===== src/rtl/serial_adder_unit.sv =====
// Bit-serial adder/subtractor: one full-adder slice plus carry flop, LSB first.
// Operands are captured on START; S/C/V update together with a one-cycle DONE pulse.
//
// state | meaning
// IDLE  | waiting for START
// RUN   | shifting one bit per clock through the adder slice (BUSY=1)
// FIN   | result registered, DONE=1; START here reloads with no idle gap
module serial_adder_unit #(
    parameter int WIDTH = 8,
    parameter int CW    = 6
) (
    input  logic             CLK,
    input  logic             RST,
    input  logic             START,
    input  logic             MODE,
    input  logic [WIDTH-1:0] A,
    input  logic [WIDTH-1:0] B,
    output logic             BUSY,
    output logic             DONE,
    output logic [WIDTH-1:0] S,
    output logic             C,
    output logic             V
);

    typedef enum logic [1:0] {
        IDLE = 2'd0,
        RUN  = 2'd1,
        FIN  = 2'd2
    } state_t;

    state_t           state_q, state_d;
    logic [WIDTH-1:0] op_a_q, op_a_d;
    logic [WIDTH-1:0] op_b_q, op_b_d;
    logic [WIDTH-1:0] res_q, res_d;
    logic [WIDTH-1:0] s_q, s_d;
    logic [CW-1:0]    cnt_q, cnt_d;
    logic             cf_q, cf_d;
    logic             c_q, c_d;
    logic             v_q, v_d;
    logic             sum_bit;
    logic             carry_out;
    logic             load;
    logic [WIDTH-1:0] sum_vec;

    always_comb begin
        state_d   = state_q;
        op_a_d    = op_a_q;
        op_b_d    = op_b_q;
        res_d     = res_q;
        s_d       = s_q;
        cnt_d     = cnt_q;
        cf_d      = cf_q;
        c_d       = c_q;
        v_d       = v_q;
        load      = 1'b0;
        sum_bit   = op_a_q[0] ^ op_b_q[0] ^ cf_q;
        carry_out = (op_a_q[0] & op_b_q[0]) | (op_a_q[0] & cf_q) | (op_b_q[0] & cf_q);
        sum_vec   = '0;
        sum_vec[WIDTH-1] = sum_bit;

        case (state_q)
            IDLE: begin
                load = START;
            end
            RUN: begin
                res_d  = (res_q >> 1) | sum_vec;
                cf_d   = carry_out;
                op_a_d = op_a_q >> 1;
                op_b_d = op_b_q >> 1;
                cnt_d  = cnt_q + CW'(1);
                if (cnt_q == CW'(WIDTH - 1)) begin
                    state_d = FIN;
                    s_d     = res_d;
                    c_d     = carry_out;
                    // cf_q on the last bit is the carry into the MSB
                    v_d     = cf_q ^ carry_out;
                end
            end
            FIN: begin
                load    = START;
                state_d = IDLE;
            end
            default: begin
                state_d = IDLE;
            end
        endcase

        if (load) begin
            state_d = RUN;
            op_a_d  = A;
            op_b_d  = MODE ? ~B : B;
            cf_d    = MODE;
            cnt_d   = '0;
        end
    end

    always_ff @(posedge CLK or posedge RST) begin
        if (RST) begin
            state_q <= IDLE;
            op_a_q  <= '0;
            op_b_q  <= '0;
            res_q   <= '0;
            s_q     <= '0;
            cnt_q   <= '0;
            cf_q    <= 1'b0;
            c_q     <= 1'b0;
            v_q     <= 1'b0;
        end else begin
            state_q <= state_d;
            op_a_q  <= op_a_d;
            op_b_q  <= op_b_d;
            res_q   <= res_d;
            s_q     <= s_d;
            cnt_q   <= cnt_d;
            cf_q    <= cf_d;
            c_q     <= c_d;
            v_q     <= v_d;
        end
    end

    assign BUSY = (state_q == RUN);
    assign DONE = (state_q == FIN);
    assign S    = s_q;
    assign C    = c_q;
    assign V    = v_q;

endmodule


===== config.mk =====
export PLATFORM = sky130hd
export DESIGN_NAME = serial_adder_unit
export DESIGN_NICKNAME = d
export VERILOG_FILES = /design/src/rtl/serial_adder_unit.sv
export SDC_FILE = /design/constraint.sdc
export NUM_CORES = 1
export LEC_CHECK = 0
export CAP_MARGIN = 20
export CORE_MARGIN = 4
export CORE_UTILIZATION = 49
export DETAILED_ROUTE_END_ITERATION = 8
export DONT_BUFFER_PORTS = 1
export MAX_ROUTING_LAYER = met4
export PLACE_DENSITY = 0.75
export SKIP_CTS_REPAIR_TIMING = 1
export SYNTH_ARGS = -nofsm -noshare
export SYNTH_HDL_FRONTEND = slang
export SYNTH_SLANG_ARGS = --single-unit
export TNS_END_PERCENT = 20

===== constraint.sdc =====
create_clock -name CLK -period 4.1 [get_ports CLK]
set_clock_uncertainty 0.1 [all_clocks]
set_input_delay 0.615 -clock CLK [delete_from_list [all_inputs] [get_ports CLK]]
set_output_delay 0.615 -clock CLK [all_outputs]
set_load 0.005 [all_outputs]

# Word level (Yosys, flattened, before mapping)
# Cells that the tools add are included.
# classes
addsub	1
n_eq_ne	5
n_mux	13
n_bitwise	10
reduce_logical	5
# op_table
cell	count
8-bit 2-to-1 mux	5
6-bit 2-to-1 mux	2
8-bit inverter	1
7-bit by 8-bit OR with 8-bit output	1
6-bit by 1-bit adder with 6-bit output (second input constant)	1
6-bit by 3-bit equality test with 1-bit output (second input constant)	1
2-bit 2-to-1 mux	2
2-bit one-hot mux with 2 select lines	1
2-bit AND reduction	2
1-bit AND	3
1-bit 2-to-1 mux	3
3-bit by 1-bit inequality test with 1-bit output (second input constant)	1
1-bit XOR	3
2-bit by 1-bit equality test with 1-bit output (second input constant)	1
2-bit equality test (second input constant)	1
2-bit zero test	1
2-bit inequality test (second input constant)	1
1-bit OR	2
2-bit nonzero test	1
2-bit OR reduction	1
# word_totals
reg_bits	43
in_bits	20
out_inout_bits	12
wordCells	43

# Longest topological paths before layout
# Gate-level depths: netlist (run 1).
# logic_depth
depth_word	5
mapped_depth	5
depth_no_buf	4

# Worst setup path before layout (run 1)
# No wires, ideal clock.
# synth_timing
kind	register to register
from	register cnt_q[0]
to	register c_q (netlist: C)
setup_time_ns	0.125
t_arrival_ns	1.356
t_required_ns	3.875
setup_slack_ns	2.519
stages_incl_launch_ff	6
n_path_buf	1
period_less_slack_ns	1.581
cell_sequence	dfrtp_1 ha_1 nor4b_2 nand3_1 buf_6 mux2_4
# synth_via
elab_chain_cells	2
# synth_lines
item	line_no	source
start: declaration	36	logic [CW-1:0] cnt_q, cnt_d;
start signal: assignment	114	cnt_q <= cnt_d;
6-bit by 3-bit equality test with 1-bit output	71	if (cnt_q == CW'(WIDTH - 1)) begin
2-bit AND reduction (no source line)	--	
end signal: assignment	106	c_q <= 1'b0;
end signal: assignment	116	c_q <= c_d;
end: declaration	38	logic c_q, c_d;
# No other way between the ends.
# A chain may end at the register's enable or synchronous reset.

# Worst setup path after layout (run 1)
# layout_timing
from	register state_q[0]
to	register s_q[6] (netlist: S[6])
# layout_via
elab_chain_cells	2
# layout_lines
item	line_no	source
start: declaration	31	state_t state_q, state_d;
start signal: assignment	109	state_q <= state_d;
2-bit by 1-bit equality test with 1-bit output	--	
named net BUSY	18	output logic BUSY,
2-bit AND reduction (no source line)	--	
end signal: assignment	103	s_q <= '0;
end signal: assignment	113	s_q <= s_d;
end: declaration	35	logic [WIDTH-1:0] s_q, s_d;
# The timed path passes the listed nets, and every way through them passes these cells.

==> results of run 1 <==
cells in the final DEF, fill, tap and decap left out, drive strengths merged:
cell type,instances
or4,1
nand2b,2
o21ai,1
xor2,10
inv,2
ha,1
dfrtp,42
o211ai,2
a31oi,11
a22o,6
nand3,2
nor2b,2
buf,1
or2,1
a21o,4
a21oi,3
clkbuf,8
o31ai,3
fa,1
mux2,10
clkinv,1
nor2,13
nand3b,2
nor4b,1
nand2,48
stage by stage:
step / utilization / area [sq um] / setup slack [ns]
3_5_place_dp: 0.516 / 1920 / 1.17
3_3_place_gp: 0.516 / 1920 / 1.26
4_1_cts: 0.546 / 2030 / 1.16
2_1_floorplan: - / 1900 / 2.41
5_1_grt: 0.546 / 2030 / 0.885
6_report: 0.546 / 2030 / 1.17
registers in the layout, indices dropped and copies added (netlist names):
register  cells
C             1
S             8
V             1
cf_q          1
cnt_q         6
op_a_q        8
op_b_q        8
res_q         7
state_q       2
final cells by class:
class,instances,area [sq um]
Sequential cell,42,1050
Multi-Input combinational cell,124,787
Tap cell,48,60.1
Inverter,3,12.5
Clock buffer,8,110
Fill cell,336,1690
Timing Repair Buffer,1,7.51
critical path, stage by stage, from the launching register on:
cell and delay [ns]:
dfrtp_1 0.44, nand2b_1 0.61, clkinv_2 0.56, nand3_1 0.72
mux2_1 0.39
logic make-up (layout without fill, tap and decap cells):
family / count (synthesis) / after routing / share of synthesized area
compound gates: 30 / 30 / 0.110
simple gates: 72 / 72 / 0.164
buf+inv: 13 / 12 / 0.0342
fa+ha+maj: 2 / 2 / 0.0171
flops: 42 / 42 / 0.552
mux: 10 / 10 / 0.0769
xor+xnor: 10 / 10 / 0.0460
per-layer routing:
| layer | up-vias | wire [microns] | track usage |
|---|---|---|---|
| li1 | 596 | - | - |
| met1 | 625 | 1410 | 0.173 |
| met2 | 44 | 1610 | 0.242 |
| met3 | 9 | 241 | 0.0432 |
| met4 | 0 | 71 | 0.0660 |
| met5 | - | 0 | - |
final timing paths:
kind / to / cells after the start
max in group asynchronous: op_a_q[4]$_DFFE_PP0P_ / 2
max: S[6]$_DFFE_PP0P_ / 4
min in group CLK: op_a_q[7]$_DFFE_PP0P_ / 2
max reg2reg: S[6]$_DFFE_PP0P_ / 4
min: V$_DFFE_PP0P_ / 2
min reg2reg: op_a_q[1]$_DFFE_PP0P_ / 1
where the power goes:
group | internal (uW) | switching [uW] | total [uW]
clock network | 170 | 135 | 305
registers | 603 | 141 | 744
logic | 254 | 291 | 544
total | 1030 | 567 | 1590
==> impl_metrics.sql, run 1 <==
INSERT INTO impl_metrics (metric_group, metric, value, unit) VALUES
('critical_path', 'endpoint_kind', 'flip-flop', ''),
('pwr', 'overall_power_consumption', '1590', 'uW'),
('critical_path', 'reg2reg_setup_slack', '1.17', 'ns'),
('sta', 'fmax', '342', 'MHz'),
('cts', 'cts_root_buffer', 'clkbuf_8', ''),
('sta', 'final_hold_viol_count', '0', ''),
('global_route', 'number_of_antenna_violations_at_the_first_check_in_global_routing', '0', ''),
('finish', 'drive_above_1_share', '0.124', ''),
('critical_path', 'critical_path_peak_fanout', '27', ''),
('die', 'die-width', '70.3', 'microns'),
('synthesis', 'synth_top_cell_by_area', 'dfrtp_1', ''),
('die', 'core_area', '3720', 'sq um'),
('finish', 'n_antenna_cell', '0', ''),
('critical_path', 'setup.worst_path.class', 'flip-flop to flip-flop', ''),
('die', 'initial_utilization', '0.512', ''),
('synthesis', 'synth_top_cells_by_area', 'dfrtp_1 (55%), nand2_1 (9.5%), mux2_4 (7.1%), xor2_1 (4.6%), a31oi_1 (3.6%)', ''),
('synthesis', 'synth_largest_type_area_fraction', '0.552', ''),
('synthesis', 'synth.cells.most_frequent', 'nand2_1 (48), dfrtp_1 (42), nor2_1 (13)', ''),
('sta', 'finalMaxSlewViolations', '0', ''),
('placed_design', 'dp_hpwl', '2.35', 'mm'),
('finish', 'num-nets-final', '199', ''),
('die', 'overall_die_area', '4940', 'sq um'),
('route', 'detail_route.wl_per_cell', '14.7', 'microns'),
('run', 'max_cap_viol', '0', ''),
('finish', 'stdcell_count', '226', ''),
('die', 'vertical_die_dimension', '70.3', 'microns'),
('sta', 'final_min_period_over_clock_period', '0.714', ''),
('critical_path', 'r2r_start', 'state_q[0]$_DFFE_PP0P_', ''),
('sta', 'holdWs', '0.230', 'ns'),
('route', 'first_pass_iters', '4', ''),
('global_route', 'grt_pass1_vias', '1271', ''),
('sta', 'setup_viol', '0', ''),
('sta', 'total_negative_setup_slacks', '0', 'ns'),
('placed_design', 'dp.cells', '218', ''),
('synthesis', 'synth.most_common_cell', 'nand2_1', ''),
('route', 'drt_iter0_markers', '51', ''),
('global_route', 'grt_start_max_net_pins', '43', ''),
('critical_path', 'start_kind', 'flip-flop', ''),
('route', 'route.antenna.remaining_nets', '0', ''),
('sta', 'worst_slew_margin_rel', '0.417', ''),
('critical_path', 'cp_data_arrival_time', '3.00', 'ns'),
('pwr', 'total_leakage_power', '0.000988', 'uW'),
('die', 'num_io_pins', '32', ''),
('synthesis', 'synth_async_sr_flop_share', '1.00', ''),
('global_route', 'grt_usage', '0.150', ''),
('sta', 'grt_setup_unrepaired', 'no', ''),
('cts', 'worstSkewPairLatency', '0.29', 'ns'),
('sta', 'final_period_minus_worst_setup_slack', '2.93', 'ns'),
('global_route', 'grt.overflow.total', '0', ''),
('synthesis', 'syn_nets', '201', ''),
('placed_design', 'port_buffers', '0', ''),
('route', 'wirelength', '3.33', 'mm'),
('pwr', 'total_power_per_unit_cell_area', '785', 'nW/um^2'),
('synthesis', 'netlist_area', '1900', 'sq um'),
('route', 'drc_errors', '0', ''),
('pwr', 'max_vdd_drop', '0.385', 'mV'),
('placed_design', 'final_wtd_congestion', '0.749', ''),
('synthesis', 'distinct_cells_synth', '29', ''),
('cts', 'cts_buffers', '5', ''),
('synthesis', 'synth_enable_flop_cells', '0', ''),
('synthesis', 'synth-warning-count', '0', ''),
('cts', 'clock_pin_slew_on_the_worst_setup_and_hold_paths', '0.08', 'ns'),
('critical_path', 'critical_path_required', '4.17', 'ns'),
('route', 'detailroute.via_count', '1274', ''),
('synthesis', 'synth_top_flop_cell', 'dfrtp_1', ''),
('synthesis', 'synth_sequential_area_ratio', '0.552', ''),
('cts', 'cts_max_level', '2', ''),
('outcome', 'outcome', 'completed', ''),
('synthesis', 'synth_area_per_cell', '10.6', 'sq um'),
('synthesis', 'synth.ff_latch_count', '42', ''),
('cts', 'cts.path.max_buffers', '2', ''),
('route', 'post_drt_via_cell_ratio', '5.64', ''),
('cts', 'clock_sinks', '42', ''),
('critical_path', 'crit_start', 'state_q[0]$_DFFE_PP0P_', ''),
('sta', 'max_slew.worst_pin.slew', '0.874', 'ns'),
('finish', 'area_growth', '6.57', '%'),
('min_path', 'worst_hold_path_type', 'primary input to asynchronous set/reset pin', ''),
('synthesis', 'syn_inst', '179', ''),
('die', 'floorplan.rows', '22', ''),
('global_route', 'grt_first_pass_wirelength', '5.78', 'mm'),
('cts', 'cts_tree', 'built', '');
Note: power is estimated with default switching activity, not from simulation.
==> run 2, diff against run 1 <==
clock period = 2.8 ns   (was 4.1 ns; I/O delays follow)
==> impl_metrics.sql, run 2 (synthesis gave the netlist of run 1 again) <==
INSERT INTO impl_metrics (metric_group, metric, value, unit) VALUES
('cts', 'clock_pin_slew_on_the_worst_setup_and_hold_paths', '0.07', 'ns'),
('sta', 'grt_setup_unrepaired', 'no', ''),
('sta', 'fmax', '451', 'MHz'),
('outcome', 'outcome', 'completed', ''),
('global_route', 'number_of_antenna_violations_at_the_first_check_in_global_routing', '0', ''),
('critical_path', 'critical_path_required', '2.87', 'ns'),
('die', 'initial_utilization', '0.512', ''),
('route', 'detail_route.wl_per_cell', '15.2', 'microns'),
('route', 'drc_errors', '0', ''),
('pwr', 'total_power_per_unit_cell_area', '1130', 'nW/um^2'),
('sta', 'max_slew.worst_pin.slew', '0.876', 'ns'),
('sta', 'final_hold_viol_count', '0', ''),
('die', 'die-width', '70.3', 'microns'),
('sta', 'final_min_period_over_clock_period', '0.791', ''),
('placed_design', 'pre_cts_ws', '0.571', 'ns'),
('run', 'max_cap_viol', '0', ''),
('die', 'num_io_pins', '32', ''),
('route', 'drt_iter0_markers', '68', ''),
('global_route', 'grt.overflow.total', '0', ''),
('finish', 'area_growth', '5.52', '%'),
('sta', 'final_period_minus_worst_setup_slack', '2.22', 'ns'),
('finish', 'n_antenna_cell', '0', ''),
('finish', 'layout_commonest_cell', 'nand2_1', ''),
('placed_design', 'dp.cells', '219', ''),
('cts', 'cts.path.max_buffers', '2', ''),
('route', 'post_drt_via_cell_ratio', '5.56', ''),
('die', 'vertical_die_dimension', '70.3', 'microns'),
('sta', 'setup_viol', '0', ''),
('pwr', 'total_leakage_power', '0.000979', 'uW'),
('sta', 'total_negative_setup_slacks', '0', 'ns'),
('route', 'route.antenna.remaining_nets', '0', ''),
('sta', 'holdWs', '0.0510', 'ns'),
('finish', 'stdcell_count', '225', ''),
('finish', 'final_cell_mix', 'nand2_1 (48), dfrtp_1 (42), nor2_1 (13)', ''),
('critical_path', 'start_kind', 'flip-flop', ''),
('min_path', 'worst_hold_path_type', 'primary input to asynchronous set/reset pin', ''),
('critical_path', 'endpoint_kind', 'flip-flop', ''),
('pwr', 'max_vdd_drop', '0.538', 'mV'),
('cts', 'cts_tree', 'built', ''),
('cts', 'clock_sinks', '42', ''),
('cts', 'worstSkewPairLatency', '0.28', 'ns'),
('placed_design', 'final_wtd_congestion', '0.777', ''),
('placed_design', 'dp_hpwl', '2.42', 'mm'),
('route', 'detailroute.via_count', '1251', ''),
('placed_design', 'port_buffers', '0', ''),
('route', 'first_pass_iters', '4', ''),
('die', 'overall_die_area', '4940', 'sq um'),
('finish', 'fin_util', '0.540', ''),
('sta', 'worst_slew_margin_rel', '0.416', ''),
('critical_path', 'critical_path_peak_fanout', '27', ''),
('sta', 'finalMaxSlewViolations', '0', ''),
('die', 'floorplan.rows', '22', ''),
('global_route', 'grt_start_max_net_pins', '43', ''),
('die', 'core_area', '3720', 'sq um'),
('sta', 'layout_setup_ws', '0.585', 'ns'),
('finish', 'drive_above_1_share', '0.119', ''),
('global_route', 'grt_first_pass_wirelength', '6.07', 'mm'),
('critical_path', 'cp_data_arrival_time', '2.28', 'ns'),
('cts', 'cts_root_buffer', 'clkbuf_8', ''),
('critical_path', 'setup.worst_path.class', 'flip-flop to flip-flop', ''),
('finish', 'fillerInstances', '351', ''),
('global_route', 'grt_usage', '0.158', ''),
('finish', 'num-nets-final', '200', ''),
('route', 'wirelength', '3.42', 'mm'),
('global_route', 'grt_pass1_vias', '1339', ''),
('cts', 'cts_max_level', '2', ''),
('cts', 'cts_buffers', '5', '');
-- run 2: cell count changes in the layout (fill, tap and decap cells not counted), sizes merged --
cell and delta:
clkbuf -2, buf +1
-- run 2: path summary, 6_finish.rpt --
check	end	cells past startpoint	start	slack, ns
setup / recovery	S[6]$_DFFE_PP0P_	4	state_q[1]$_DFFE_PP0P_	0.58
hold / removal	op_b_q[0]$_DFFE_PP0P_	2	RST	0.05
setup reg to reg	S[6]$_DFFE_PP0P_	4	state_q[1]$_DFFE_PP0P_	0.58
hold reg to reg	op_a_q[2]$_DFFE_PP0P_	1	op_a_q[2]$_DFFE_PP0P_	0.38
max in group asynchronous	res_q[4]$_DFFE_PP0P_	2	RST	2.19
min in group CLK	op_a_q[7]$_DFFE_PP0P_	2	A[7]	0.18
-- run 2: per-stage QoR --
stage / cell area (sq um) / total power (uW)
floorplan: 1900 / 1750
global placement: 1930 / 1870
detailed placement: 1930 / 1930
CTS: 2010 / 2310
global route: 2010 / 2480
finish: 2010 / 2280
-- run 2: critical path, cell delays in order (launching register included) --
cell	delay, ns
dfrtp_1	0.40
nand2b_1	0.18
clkinv_2	0.28
nand3_1	0.60
mux2_1	0.53
-- run 2: per-layer routing --
layer  track usage  vias to the layer above  share of wire
met4        0.0596                        0          0.013
li1              -                      595              -
met5             -                        -              0
met2         0.257                       36           0.49
met1         0.189                      613           0.45
met3        0.0374                        7          0.046
-- run 2: cell type report --
| class | count | area [sq um] | share of cell area |
|---|---|---|---|
| Clock buffer | 6 | 82.6 | 0.0411 |
| Tap cell | 48 | 60.1 | 0.0299 |
| Inverter | 3 | 12.5 | 0.00623 |
| Sequential cell | 42 | 1050 | 0.523 |
| Timing Repair Buffer | 2 | 15.0 | 0.00748 |
| Multi-Input combinational cell | 124 | 787 | 0.392 |
-- run 2: power breakdown --
part           total (uW)  switching (uW)  leakage [uW]  internal (uW)
registers            1090             209      0.000528            883
logic                 812             432      0.000408            380
clock network         375             185     0.0000431            190
==> variant 1 (settings of run 1) <==
Change the parameter `CW` from 6 to 3.
--- a/src/rtl/serial_adder_unit.sv
+++ b/src/rtl/serial_adder_unit.sv
@@ -7,7 +7,7 @@
 // FIN   | result registered, DONE=1; START here reloads with no idle gap
 module serial_adder_unit #(
     parameter int WIDTH = 8,
-    parameter int CW    = 6
+    parameter int CW    = 3
 ) (
     input  logic             CLK,
     input  logic             RST,
Formal check against the unedited RTL: no difference found for any inputs over 10 cycles, from zero or initial values and one cycle with RST high; that may be too few to reach the edited logic, so the function may still have changed.
==> variant 1 against run 1 <==
Clock power increased by 2%; count of clock-buffer cells in the layout decreased by 2; worst setup slack improved by 380 ps; final area decreased by 11%; wire length decreased by 10%; via count decreased by 14%; power decreased by 8.9%; synthesized area decreased by 12%; global-route usage increased by 0.51 points; combinational power decreased by 16%; non-clock buffer count increased by 1; sequential cell count decreased by 3.
==> variant 1: results (changes against run 1) <==
Synthesis:
- Ranked by instance count, the synthesized netlist is headed by sky130_fd_sc_hd__dfrtp_1, sky130_fd_sc_hd__nand2_1, sky130_fd_sc_hd__mux2_2, sky130_fd_sc_hd__nand3_1, sky130_fd_sc_hd__nor2_1.
- The xor/xnor cell area share of the yosys netlist is 4.71% (+0.11 points).
- The complex-gate fraction of the synthesized area is 9.80% (-1.2 points).
- In the post-synthesis netlist, the biggest area contributors are sky130_fd_sc_hd__dfrtp_1, sky130_fd_sc_hd__nand2_1, sky130_fd_sc_hd__mux2_2, sky130_fd_sc_hd__a22oi_1, sky130_fd_sc_hd__xor2_1.
- The adder-cell share of the synthesized area is 2.69% (+0.98 points).
- The multiplexer fraction of the synthesized cell area came to 6.06% (-1.6 points).
- The instance count of the mapped netlist is 154 (-14%).

Route:
- The wire length on met3 is 199 um (-17%).
- The mean number of vias per cell is 5.50 (-2.4%).
- The average routed wire per standard cell is 15.0 um (+1.8%).
- The first-iteration detailed-routing DRC count is 88 (+73%).
- The met2 wire length was 1500 um (-6.7%).
- The sum of routed wire length over all layers is 2980 um (-10%).

Layout:
- The number of nets in the final layout came to 177 (-11%).
- The count of clock-net buffers in the final layout is 6 (-2).
- The layout buffering overhead excluding clock cells came to 0.972% (+0.60 points).
- The number of sequential cells in the layout is 39 (-7.1%).
- The clock tree cell share of total cell area is 5.62% (+0.19 points).
- The area of combinational cells with multiple inputs is 642 sq um (-18%).
- The number of fill cells is 276 (-18%).
- The count of buffers not belonging to the clock network in the layout came to 2 (+1).
- The register fraction of the total cell area came to 54.1% (+2.3 points).
- The multi-input gate count is 103 (-17%).

Run status:
- The flow ran to the end, and the final reports show no timing, DRC or antenna violations.

CTS:
- The later-pin clock latency in the skew report is 340 ps (+50 ps).
- The clock transition at the register clock pins on the worst setup and hold paths after CTS was 120 ps (+40 ps).
- Clock tree synthesis selected as its root buffer the cell sky130_fd_sc_hd__clkbuf_4.

Global routing:
- The largest net degree at the start of global routing is 35 (-19%).
- The total routing resource utilization after global routing is 15.5% (+0.51 points).
- The via count of the first global-routing pass is 1167 (-8.2%).

Worst setup path:
- The worst endpoint data arrival time was 1830 ps (-1170 ps).
- The most critical setup path has its startpoint at state_q[1].
- The maximum fanout encountered on the critical timing path is 26 (-3.7%).
- The delay of the slowest cell on the worst path is 570 ps (-150 ps).
- Grouping stages by cell kind, the critical path spends the most delay in buffers and inverters.
- On the critical path, the stage with the largest delay is an instance of sky130_fd_sc_hd__inv_2.

Worst hold path:
- The class of the worst hold path is in2reg.

Place:
- The placed cell count is 190 (-13%).
- The final weighted congestion in routability-driven placement is 0.742 (-1.0%).

Pwr:
- The peak supply drop was 0.383 mV (-0.54%).
[variant 1: metrics by stage]
| step | setup slack (ps) | area, sq um | hold WS, ps |
|---|---|---|---|
| floorplan | 2470 | 1670 | 342 |
| global placement | 1970 | 1690 | 316 |
| detailed placement | 1900 | 1690 | 320 |
| CTS | 1520 | 1790 | -68.4 |
| global route | 1380 | 1800 | 286 |
| finish | 1560 | 1800 | 309 |
[variant 1: path summary, 6_finish.rpt]
path                            slack [ps]        end  cells past startpoint
worst min register to register         390   res_q[1]                      2
worst max register to register        1880  op_b_q[2]                      4
worst min-delay path                   310  op_a_q[1]                      2
worst max-delay path                  1560       BUSY                      2
min in group asynchronous              510       S[6]                      2
max in group asynchronous             2720  op_a_q[1]                      3
[variant 1: power by group]
group          switching [mW]  internal, mW
combinational           0.256         0.201
clock                   0.120         0.190
sequential              0.121         0.563
[variant 1: per-layer routing]
layer	GRT usage [%]	up-vias
li1	-	521
met5	-	-
met1	18.4	529
met4	5.33	0
met3	4.59	2
met2	25.2	43
==> variant 2 (flow settings as in run 1) <==
Without the edit above. Re-encode `state_t` (3 states) as one-hot, 3 bits wide.
--- a/src/rtl/serial_adder_unit.sv
+++ b/src/rtl/serial_adder_unit.sv
@@ -22,10 +22,10 @@
     output logic             V
 );
 
-    typedef enum logic [1:0] {
-        IDLE = 2'd0,
-        RUN  = 2'd1,
-        FIN  = 2'd2
+    typedef enum logic [2:0] {
+        IDLE = 3'b001,
+        RUN  = 3'b010,
+        FIN  = 3'b100
     } state_t;
 
     state_t           state_q, state_d;
Formal check against the unedited RTL: same outputs for any inputs over 10 cycles, from zero or initial values and one cycle with RST high; not proved beyond that.
==> variant 2 against run 1 <==
Worst setup slack better by 240 ps; synthesized area rose by 2.8%; final area is 1.6% higher; sequential cell count up 1; power fell by 18%; wire length up 0.96%; count of clock-buffer cells in the layout decreased by 1; worst hold slack better by 7.6 ps; critical path type is now reg2out; largest cell class unchanged; highest routed layer unchanged.
==> variant 2: results (changes against run 1) <==
Run status:
- The run finished with clean final reports.

Layout:
- The antenna diode count is 0 (unchanged).
- The register cell area after layout is 0.00108 sq mm (+2.5%).
- The number of fill cells is 315 (-6.3%).
- The fraction of final layout cells sized beyond drive strength 1 is 12.8% (+0.45 points).

Synthesis:
- The number of nets produced by synthesis is 186 (-7.5%).
- By area the synthesized netlist is led by sky130_fd_sc_hd__dfrtp_1, sky130_fd_sc_hd__mux2i_1, sky130_fd_sc_hd__mux2_2, sky130_fd_sc_hd__nand2_1, sky130_fd_sc_hd__a221o_1.
- The async set-reset flop share out of synthesis came to 100% (unchanged).
- The distinct cell type count after synthesis was 31 (+6.9%).
- The number of warnings issued by yosys is 0 (unchanged).
- Ranked by instance count, the synthesized netlist is headed by sky130_fd_sc_hd__dfrtp_1, sky130_fd_sc_hd__nand2_1, sky130_fd_sc_hd__mux2i_1, sky130_fd_sc_hd__mux2_2, sky130_fd_sc_hd__and2_1.
- The instance count of the mapped netlist is 164 (-8.4%).
- The sequential cell area fraction in the yosys report is 55.1% (-0.18 points).

Route:
- The first-pass iteration count of the detailed router came to 4 (unchanged).
- The mean number of vias per cell is 5.65 (+0.16%).
- The average routed wire per standard cell is 15.9 um (+7.6%).
- The first-iteration detailed-routing DRC count came to 49 (-3.9%).
- The sum of routed wire length over all layers is 3360 um (+0.96%).

Place:
- The post-detailed-placement half-perimeter wirelength is 2330 um (-0.69%).
- The total of buffers placed on input and output ports is 0 (unchanged).
- The setup slack after placement came to 1590 ps (+421 ps).
- The area of placed instances came to 0.00195 sq mm (+1.9%).
- The final weighted congestion in routability-driven placement is 0.801 (+7.0%).
- The placed cell count is 204 (-6.4%).

Global routing:
- The largest net degree at the start of global routing is 44 (+2.3%).
- The initial antenna violation count is 0 (unchanged).
- The first-pass GRT wire length is 5960 um (+3.2%).
- The total routing resource utilization after global routing was 15.4% (+0.35 points).
- The via count of the first global-routing pass is 1245 (-2.0%).

Worst setup path:
- The worst endpoint data arrival time is 1970 ps (-1030 ps).
- The maximum fanout encountered on the critical timing path was 24 (-11%).

Worst hold path:
- The class of the worst hold path is in2async.

STA:
- The pin slew with the least headroom to its limit was 957 ps (+82.8 ps).

CTS:
- The count of H-tree levels built during CTS is 2 (unchanged).
- The total clock buffers created by CTS is 5 (unchanged).
- Clock tree synthesis selected as its root buffer the cell sky130_fd_sc_hd__clkbuf_8.
- The later-pin clock latency in the skew report is 290 ps (about the same).
- The largest buffer count on any clock path is 2 (unchanged).
- The clock transition at the register clock pins on the worst setup and hold paths after CTS came to 80 ps (about the same).

Pwr:
- The cell leakage power is 0.948 nW (-4.1%).
- The peak supply drop is 0.355 mV (-7.9%).
[variant 2: cell types whose count changed after synthesis, sizes merged, moves of 6 or more]
| cell | before | now |
|---|---|---|
| xnor2 | 0 | 8 |
| xor2 | 10 | 3 |
| a31oi | 11 | 0 |
| a221o | 0 | 8 |
| a22o | 6 | 0 |
| and2 | 0 | 9 |
| nor2 | 13 | 2 |
| nand2 | 48 | 26 |
| mux2i | 0 | 14 |
[variant 2: critical path: stages, from the launching register on]
cell and delay (ps):
sky130_fd_sc_hd__dfstp_2 560, sky130_fd_sc_hd__or3b_1 590, sky130_fd_sc_hd__clkinv_2 520
[variant 2: path summary, 6_finish.rpt]
path	depth (start not counted)	to	from	slack [ps]
max in group asynchronous	2	state_q[0]	RST	3290
min	2	S[4]	RST	240
min in group CLK	1	op_a_q[2]	A[2]	360
max reg2reg	4	op_a_q[6]	state_q[0]	1540
max	2	BUSY	state_q[0]	1420
min reg2reg	2	res_q[3]	res_q[4]	400
[variant 2: area by class of cell]
| class | count | area share, % |
|---|---|---|
| flip-flops and latches | 43 | 52.3 |
| multi-input cells | 109 | 38.7 |
| repair buffers | 1 | 0.364 |
| clock inverters | 1 | 1.46 |
| well taps | 48 | 2.91 |
| inverters | 3 | 0.607 |
| clock buffers | 7 | 3.70 |
[variant 2: cells by family (layout without fill, tap and decap cells)]
logic type                 after synthesis  count (layout)  share of synthesized area, %
AOI/OAI and AO/OA                       21              21                          7.74
xor gates and xnor gates                11              11                          4.92
adders and majority gates                2               2                          1.66
buffers and inverters                   12              12                          4.22
DFF                                     43              43                          55.1
muxes                                   24              24                          12.9
and+or+nand+nor                         51              51                          13.5
[variant 2: per-layer routing]
metal	share of wire, %	global-route usage (%)
met2	49	23.9
met5	0	-
met1	44	18.8
met4	2.1	5.85
met3	4.5	4.69
[variant 2: report_power, final]
part	internal, mW	leakage [nW]	switching, mW
registers	0.556	0.558	0.0897
clock network	0.182	0.0524	0.136
logic	0.158	0.338	0.185
